--- config.mk ---
export PLATFORM = sky130hd
export DESIGN_NAME = truth_table_sequencer_flat
export DESIGN_NICKNAME = d
export VERILOG_FILES = /design/src/rtl/truth_table_sequencer_if.sv /design/src/rtl/truth_table_sequencer.sv /design/src/flat_wrapper.sv
export SDC_FILE = /design/constraint.sdc
export NUM_CORES = 1
export LEC_CHECK = 0
export BUFFER_PORTS_ARGS = -buffer_cell sky130_fd_sc_hd__buf_2
export CORE_MARGIN = 2
export CORE_UTILIZATION = 53
export DETAILED_ROUTE_END_ITERATION = 16
export PLACE_DENSITY_LB_ADDON = 0.15
export SYNTH_ARGS = -nofsm -noshare
export SYNTH_HDL_FRONTEND = slang
export SYNTH_SLANG_ARGS = --single-unit
--- constraint.sdc ---
create_clock -name clk -period 2.6 [get_ports clk]
set_input_delay 0.13 -clock clk [delete_from_list [all_inputs] [get_ports clk]]
set_output_delay 0.13 -clock clk [all_outputs]
set_load 0.01 [all_outputs]
--- src/rtl/truth_table_sequencer_if.sv ---
// Signal bundle between a truth-table sequencer and the environment driving
// the 2-input gate under test.
interface truth_table_sequencer_if;
  logic       start;
  logic       abort;
  logic [3:0] expected;
  logic       Y;
  logic       A;
  logic       B;
  logic       busy;
  logic       done;
  logic       pass;
  logic [3:0] table_out;
  logic [3:0] err_mask;

  modport master (
    output start, abort, expected, Y,
    input  A, B, busy, done, pass, table_out, err_mask
  );

  modport slave (
    input  start, abort, expected, Y,
    output A, B, busy, done, pass, table_out, err_mask
  );
endinterface

--- src/rtl/truth_table_sequencer.sv ---
// Steps {A,B} through 00..11, holds each vector SETTLE_CYCLES cycles, samples Y
// and compares the captured truth table against a latched expected table.
module truth_table_sequencer #(
  parameter int unsigned SETTLE_CYCLES = 2
) (
  input logic                    clk,
  input logic                    rst_n,
  truth_table_sequencer_if.slave bus
);

  localparam int unsigned CNT_W    = 4;
  localparam int unsigned TBL_W    = 4;
  localparam int unsigned IDX_W    = 2;
  localparam logic [CNT_W-1:0] SETTLE_LOAD = CNT_W'(SETTLE_CYCLES);
  localparam logic [IDX_W-1:0] IDX_LAST    = IDX_W'(3);

  typedef enum logic [1:0] {
    IDLE   = 2'd0,
    SETTLE = 2'd1,
    SAMPLE = 2'd2,
    DONE   = 2'd3
  } state_t;

  state_t             state_q, state_d;
  logic [IDX_W-1:0]   idx_q, idx_d;
  logic [CNT_W-1:0]   cnt_q, cnt_d;
  logic [TBL_W-1:0]   exp_q, exp_d;
  logic [TBL_W-1:0]   tbl_q, tbl_d;
  logic [TBL_W-1:0]   err_q, err_d;
  logic               pass_q, pass_d;
  logic               a_q, a_d;
  logic               b_q, b_d;
  logic               busy_q, busy_d;
  logic               done_q, done_d;

  // State and registered outputs
  always_ff @(posedge clk or negedge rst_n) begin
    if (!rst_n) begin
      state_q <= IDLE;
      idx_q   <= '0;
      cnt_q   <= '0;
      exp_q   <= '0;
      tbl_q   <= '0;
      err_q   <= '0;
      pass_q  <= 1'b0;
      a_q     <= 1'b0;
      b_q     <= 1'b0;
      busy_q  <= 1'b0;
      done_q  <= 1'b0;
    end else begin
      state_q <= state_d;
      idx_q   <= idx_d;
      cnt_q   <= cnt_d;
      exp_q   <= exp_d;
      tbl_q   <= tbl_d;
      err_q   <= err_d;
      pass_q  <= pass_d;
      a_q     <= a_d;
      b_q     <= b_d;
      busy_q  <= busy_d;
      done_q  <= done_d;
    end
  end

  // Next state; abort wins over the SAMPLE capture
  always_comb begin
    state_d = state_q;
    idx_d   = idx_q;
    cnt_d   = cnt_q;
    exp_d   = exp_q;
    tbl_d   = tbl_q;
    err_d   = err_q;
    pass_d  = pass_q;

    unique case (state_q)
      IDLE: begin
        if (bus.start) begin
          exp_d   = bus.expected;
          tbl_d   = '0;
          idx_d   = '0;
          cnt_d   = SETTLE_LOAD;
          state_d = SETTLE;
        end
      end
      SETTLE: begin
        if (bus.abort) begin
          state_d = IDLE;
        end else if (cnt_q <= CNT_W'(1)) begin
          state_d = SAMPLE;
        end else begin
          cnt_d = cnt_q - CNT_W'(1);
        end
      end
      SAMPLE: begin
        if (bus.abort) begin
          state_d = IDLE;
        end else begin
          tbl_d[idx_q] = bus.Y;
          if (idx_q == IDX_LAST) begin
            pass_d  = (tbl_d == exp_q);
            err_d   = tbl_d ^ exp_q;
            state_d = DONE;
          end else begin
            idx_d   = idx_q + IDX_W'(1);
            cnt_d   = SETTLE_LOAD;
            state_d = SETTLE;
          end
        end
      end
      DONE: begin
        state_d = IDLE;
      end
      default: begin
        state_d = IDLE;
      end
    endcase

    // Outputs follow the next state so they register alongside it
    a_d    = 1'b0;
    b_d    = 1'b0;
    if (state_d == SETTLE || state_d == SAMPLE) begin
      a_d = idx_d[1];
      b_d = idx_d[0];
    end
    busy_d = (state_d != IDLE);
    done_d = (state_d == DONE);
  end

  assign bus.A         = a_q;
  assign bus.B         = b_q;
  assign bus.busy      = busy_q;
  assign bus.done      = done_q;
  assign bus.pass      = pass_q;
  assign bus.table_out = tbl_q;
  assign bus.err_mask  = err_q;

endmodule

--- src/flat_wrapper.sv ---
// flat-port wrapper written by rule: the top's interface ports become plain ports
module truth_table_sequencer_flat 
#(
  parameter int unsigned SETTLE_CYCLES = 2
)
  (clk, rst_n, bus_start, bus_abort, bus_expected, bus_Y, bus_A, bus_B, bus_busy, bus_done, bus_pass, bus_table_out, bus_err_mask);
  truth_table_sequencer_if bus_i ();
  input logic clk;
  input logic rst_n;
  input wire logic [$bits(bus_i.start)-1:0] bus_start;
  input wire logic [$bits(bus_i.abort)-1:0] bus_abort;
  input wire logic [$bits(bus_i.expected)-1:0] bus_expected;
  input wire logic [$bits(bus_i.Y)-1:0] bus_Y;
  output wire logic [$bits(bus_i.A)-1:0] bus_A;
  output wire logic [$bits(bus_i.B)-1:0] bus_B;
  output wire logic [$bits(bus_i.busy)-1:0] bus_busy;
  output wire logic [$bits(bus_i.done)-1:0] bus_done;
  output wire logic [$bits(bus_i.pass)-1:0] bus_pass;
  output wire logic [$bits(bus_i.table_out)-1:0] bus_table_out;
  output wire logic [$bits(bus_i.err_mask)-1:0] bus_err_mask;
  assign bus_i.start = bus_start;
  assign bus_i.abort = bus_abort;
  assign bus_i.expected = bus_expected;
  assign bus_i.Y = bus_Y;
  assign bus_A = bus_i.A;
  assign bus_B = bus_i.B;
  assign bus_busy = bus_i.busy;
  assign bus_done = bus_i.done;
  assign bus_pass = bus_i.pass;
  assign bus_table_out = bus_i.table_out;
  assign bus_err_mask = bus_i.err_mask;
  truth_table_sequencer #(.SETTLE_CYCLES(SETTLE_CYCLES)) u_core (.clk(clk), .rst_n(rst_n), .bus(bus_i));
endmodule
# Word level (Yosys, flattened, before mapping)
# Index checks and enable logic that the tools add are counted.
# totals
mem_bits_rw	0
n_memories	0
romBits	0
regBits	25
latch_bits	0
inputBits	9
output_inout_bits	13
# classes
muxes	24
reduce_logical	10
shift	0
eq_ne	13
n_lt_le_gt_ge	3
n_addsub	2
div	0
bitwise_logic	2
n_mul	0
# ops
op	count
$mux W4	7
$mux W2	8
$pmux W4 S3	1
$eq A2 B2 Y1 const B	5
$ne A2 B2 Y1 const B	5
$pmux W2 S4	1
$pmux W4 S2	1
$reduce_and A3 Y1	2
$reduce_and A6 Y1	1
$bwmux W4	1
$eq A2 B1 Y1 const B	2
$eq A4 B4 Y1	1
$le A4 B1 Y1 const B	1
$pmux W2 S2	1
$reduce_bool A2 Y1	2
$sub A4 B1 Y4 const B	1
$xor A4 B4 Y4	1
$lt A2 B3 Y1 const B	1
$mux W1	3
$reduce_bool A3 Y1	1
$add A2 B1 Y2 const B	1
$demux W1 S2	1
$ge A2 B1 Y1 const B	1
$logic_not A2 Y1	1
other kinds (4)	4

# Depth between registers and ports, before layout
# logic_depth
word_depth	7
ltp_mapped	8
ltp_nobuf	8

# Least setup slack after synthesis
# OpenSTA, ideal clock, no wires.
# synth_path
path_type	register to register
start	register u_core.cnt_q[0]
end	register u_core.b_q (netlist: u_core.bus.B)
setup_slack_ps	764
synth_period_minus_slack_ps	1836
arrival_ps	1717
path_stages_with_launch	9
path_cell_list	dfrtp_1 > inv_1 > ha_1 > nor2_1 > o311ai_0 > or2_2 > nand2b_1 > ha_1 > and2_1
# synth_via
elab_chain_len	7
# synth_lines
item	line_no	rtl
start, declared	truth_table_sequencer.sv:26	logic [CNT_W-1:0] cnt_q, cnt_d;
start signal, assigned	truth_table_sequencer.sv:53	cnt_q <= cnt_d;
$le A4 B1 Y1 (*)	truth_table_sequencer.sv:88	end else if (cnt_q <= CNT_W'(1)) begin
$mux W2 (*)	truth_table_sequencer.sv:88	
$mux W2 (*)	truth_table_sequencer.sv:86	if (bus.abort) begin
$pmux W2 S4 (*)	truth_table_sequencer.sv:75	unique case (state_q)
$eq A2 B1 Y1 / $eq A2 B2 Y1 (equally long branches)	truth_table_sequencer.sv:121	if (state_d == SETTLE || state_d == SAMPLE) begin
$logic_or A1 B1 Y1 (*)	truth_table_sequencer.sv:121	
$mux W1 (*)	truth_table_sequencer.sv:121	
net u_core.b_d	truth_table_sequencer.sv:32	logic b_q, b_d;
end signal, assigned	truth_table_sequencer.sv:47	b_q <= 1'b0;
end signal, assigned	truth_table_sequencer.sv:59	b_q <= b_d;
end, declared	truth_table_sequencer.sv:32	
# The timed path passes the listed nets; every way through them passes the cells marked *.
# A chain may end at the register's enable or synchronous reset.

# Worst setup path after layout
# layout_path
start	register u_core.cnt_q[0]
end	register u_core.a_q (netlist: u_core.bus.A)
# layout_via
elab_chain_len	7
# layout_lines
item	line_no	rtl
$le A4 B1 Y1 (*)	truth_table_sequencer.sv:88	
$mux W2 (*)	truth_table_sequencer.sv:88	
$mux W2 (*)	truth_table_sequencer.sv:86	
$pmux W2 S4 (*)	truth_table_sequencer.sv:75	
$eq A2 B1 Y1 / $eq A2 B2 Y1 (equally long branches)	truth_table_sequencer.sv:121	
$logic_or A1 B1 Y1 (*)	truth_table_sequencer.sv:121	
$mux W1 (*)	truth_table_sequencer.sv:121	
net u_core.a_d	truth_table_sequencer.sv:31	logic a_q, a_d;
end signal, assigned	truth_table_sequencer.sv:46	a_q <= 1'b0;
end signal, assigned	truth_table_sequencer.sv:58	a_q <= a_d;
end, declared	truth_table_sequencer.sv:31	
# Marked as above.

==> run_results.csv <==
group,metric,value,unit
outcome,status,"complete, no violations",
hold_path,hp-class,"in -> reg",
logic_synthesis,ys_types,28,
setup_path,worstSetupPathType,"reg -> reg",
place,gp_congestion,0.786,
global_route,grt_antenna_before_repair,0,
floorplan,dieArea,2620,um^2
route,drt_pass1_iterations,4,
setup_path,cp-endpoint,"u_core.bus.A",
clock_tree,post-cts-setup-buffers,0,
setup_path,startpoint_type,"flop",
setup_path,critPathArrivalTime,2.25,ns
route,drc_errors,0,
setup_path,r2r_slack,0.57,ns
floorplan,die_h,51.2,um
route,wl,2130,um
clock_tree,cts_tree,"done",
logic_synthesis,ys_seq_elements,25,
route,viasPerCell,5.30,
floorplan,die_w,51.2,um
place,port_buffers,21,
cells_and_area,final_nets,144,
sta,slew_headroom,63.5,%
cells_and_area,n_antenna_cell,0,
global_route,grt.overflow.total,0,
logic_synthesis,syn-num-nets,118,
logic_synthesis,synth_edf_count,0,
cells_and_area,area_growth,15.1,%
route,wl_per_cell,13.4,um
route,wl_met2,1060,um
logic_synthesis,synth_top_area_cell,"dfrtp_1",
clock_tree,cts_made_buffers,3,
sta,skew,0.00369,ns
pwr,power.density,778,nW/um^2
pwr,irDropWorstVdd,490,uV
floorplan,initial_utilization,54.5,%
place,place_hpwl,1610,um
floorplan,rows,17,
cells_and_area,finish.instance_area,1360,um^2
setup_path,r2r_start,"u_core.cnt_q[0]",
floorplan,core,2170,um^2
setup_path,path_max_fanout,6,
sta,setup_viol,0,
sta,slew_viol_final,0,
sta,rsz0062_at_grt,"false",
pwr,p_leak,0.000683,uW
clock_tree,clkLatencyLatePin,0.32,ns
sta,fmax,492,MHz
route,postRouteAntennaNets,0,
cells_and_area,final_util,62.7,%
route,vias,842,
global_route,grt_max_degree,26,
global_route,grt_pass1_vias,826,
logic_synthesis,yosys_warnings,0,
clock_tree,htreeDepth,1,
sta,worstMarginPinSlew,0.541,ns
clock_tree,cts_root_buf,"clkbuf_4",
logic_synthesis,yosysSeqAreaShare,52.9,%
clock_tree,path_clk_slew,0.13,ns
sta,hold_viol,0,
logic_synthesis,yosys-top-cells-area,"dfrtp_1 53%, mux2_2 8.6%, xnor2_1 4.4%, mux2i_1 3.4%, ha_1 3.2%",
sta,finalSetupTns,0,ns
logic_synthesis,synthFlopType,"dfrtp_1",
logic_synthesis,syn-instance-count,106,
run,cap_violations,0,
setup_path,crit_required,2.82,ns
place,detailed_place.area,1310,um^2
setup_path,reg2reg_to,"u_core.bus.A",
sta,fin_ws,0.569,ns
setup_path,startpoint,"u_core.cnt_q[0]",
logic_synthesis,avgSynthCellArea,11.2,um^2
pwr,p_total,1060,uW
floorplan,io_pins,22,
logic_synthesis,synth_area,1180,um^2
route,wl_met3,70,um
clock_tree,clockBufferDepth,2,
sta,min_period,2.03,ns
clock_tree,clkSinkCount,25,
global_route,grt_use_total,18.7,%
logic_synthesis,netlist.area_leader.share,52.9,%
global_route,grt_pass1_wl,3660,um
cells_and_area,drive_gt1_share,27.5,%
logic_synthesis,async_flop_share,100,%
sta,period_share,78.1,%
route,wirelength_met1,1000,um
setup_path,reg2reg_depth,8,
route,routed.top_layer,"met3",
setup_path,crit_path_end_kind,"flop",
place,post-place-ws,0.609,ns
route,drt_iter0_drc,11,
==> cell families after synthesis <==
| logic type | after synthesis | synth area share (%) |
|---|---|---|
| AND/OR/NAND/NOR | 35 | 15.3 |
| multiplexers | 13 | 12.0 |
| AO/OA/AOI/OAI | 19 | 10.5 |
| flip-flops | 25 | 52.9 |
| XOR/XNOR | 6 | 4.44 |
| buffers and inverters | 5 | 1.69 |
| adder cells (fa/ha/maj) | 3 | 3.17 |
==> where the power goes <==
group	total (uW)	leakage, uW	switching [uW]	internal (uW)
Sequential	544	0.000331	73.3	470
Clock	172	0.0000177	114	57.6
Combinational	343	0.000334	175	168
==> cells in the final DEF (no fill, tap or decap), types with 4 or more instances in the layout <==
cell type and n:
a21oi_1 5, buf_2 21, dfrtp_1 25, mux2_2 9, mux2i_1 4, nand2_1 7, nor2_1 10, o21ai_0 6
xnor2_1 6
==> worst max-delay path, cell delays in order, from the launching register on <==
cell and delay, ns:
dfrtp_1 0.44, inv_1 0.07, ha_1 0.16, nor2_1 0.05, o311ai_0 0.46, or2_2 0.26
nand2b_1 0.07, ha_1 0.30, and2_1 0.14
==> worst min-delay path by stage <==
stage                               start                end  slack, ns  cells after the start
after floorplan                     rst_n       u_core.bus.A      -0.17                      0
after global placement              rst_n       u_core.bus.B       0.14                      1
after detailed placement            rst_n    u_core.bus.busy       0.15                      1
after CTS                       bus_abort  u_core.state_q[1]      0.001                      2
after global routing      bus_expected[0]    u_core.exp_q[0]       0.03                      2
final                     bus_expected[1]    u_core.exp_q[1]       0.04                      2
==> registers in the layout (all words and copies together), names as in the netlist <==
signal / flops
u_core.bus.done: 1
u_core.cnt_q: 4
u_core.bus.B: 1
u_core.state_q: 2
u_core.idx_q: 2
u_core.bus.busy: 1
u_core.bus.A: 1
u_core.bus.pass: 1
u_core.bus.err_mask: 4
u_core.exp_q: 4
u_core.bus.table_out: 4
==> final cells by class <==
class,count,area (um^2)
Fill cell,189,808
Timing Repair Buffer,23,125
Inverter,3,11.3
Sequential cell,25,626
Clock inverter,1,5.00
Tap cell,28,35.0
Multi-Input combinational cell,76,537
Clock buffer,3,22.5
==> synthesized netlist by cell type (4+ instances only) <==
cell / n
mux2i_1: 4
dfrtp_1: 25
mux2_2: 9
nor2_1: 10
xnor2_1: 6
o21ai_0: 6
nand2_1: 7
a21oi_1: 5
==> stage by stage <==
step / hold WS [ns] / instances
2_1_floorplan: -0.166 / 106
3_3_place_gp: 0.142 / 153
3_5_place_dp: 0.145 / 153
4_1_cts: 0.00119 / 158
5_1_grt: 0.0278 / 159
6_report: 0.0353 / 159
==> routing by layer <==
| layer | track usage (%) | vias up |
|---|---|---|
| met5 | 0 | - |
| met4 | 6.58 | 0 |
| met3 | 3.51 | 0 |
| met2 | 28.8 | 16 |
| li1 | - | 420 |
| met1 | 26.7 | 406 |
==> repair_timing <==
item	CTS	global route
hold buffers	1	1
resized for setup	0	0
endpoints found under the hold margin	25	1
Power figures use the tool's default switching activity.
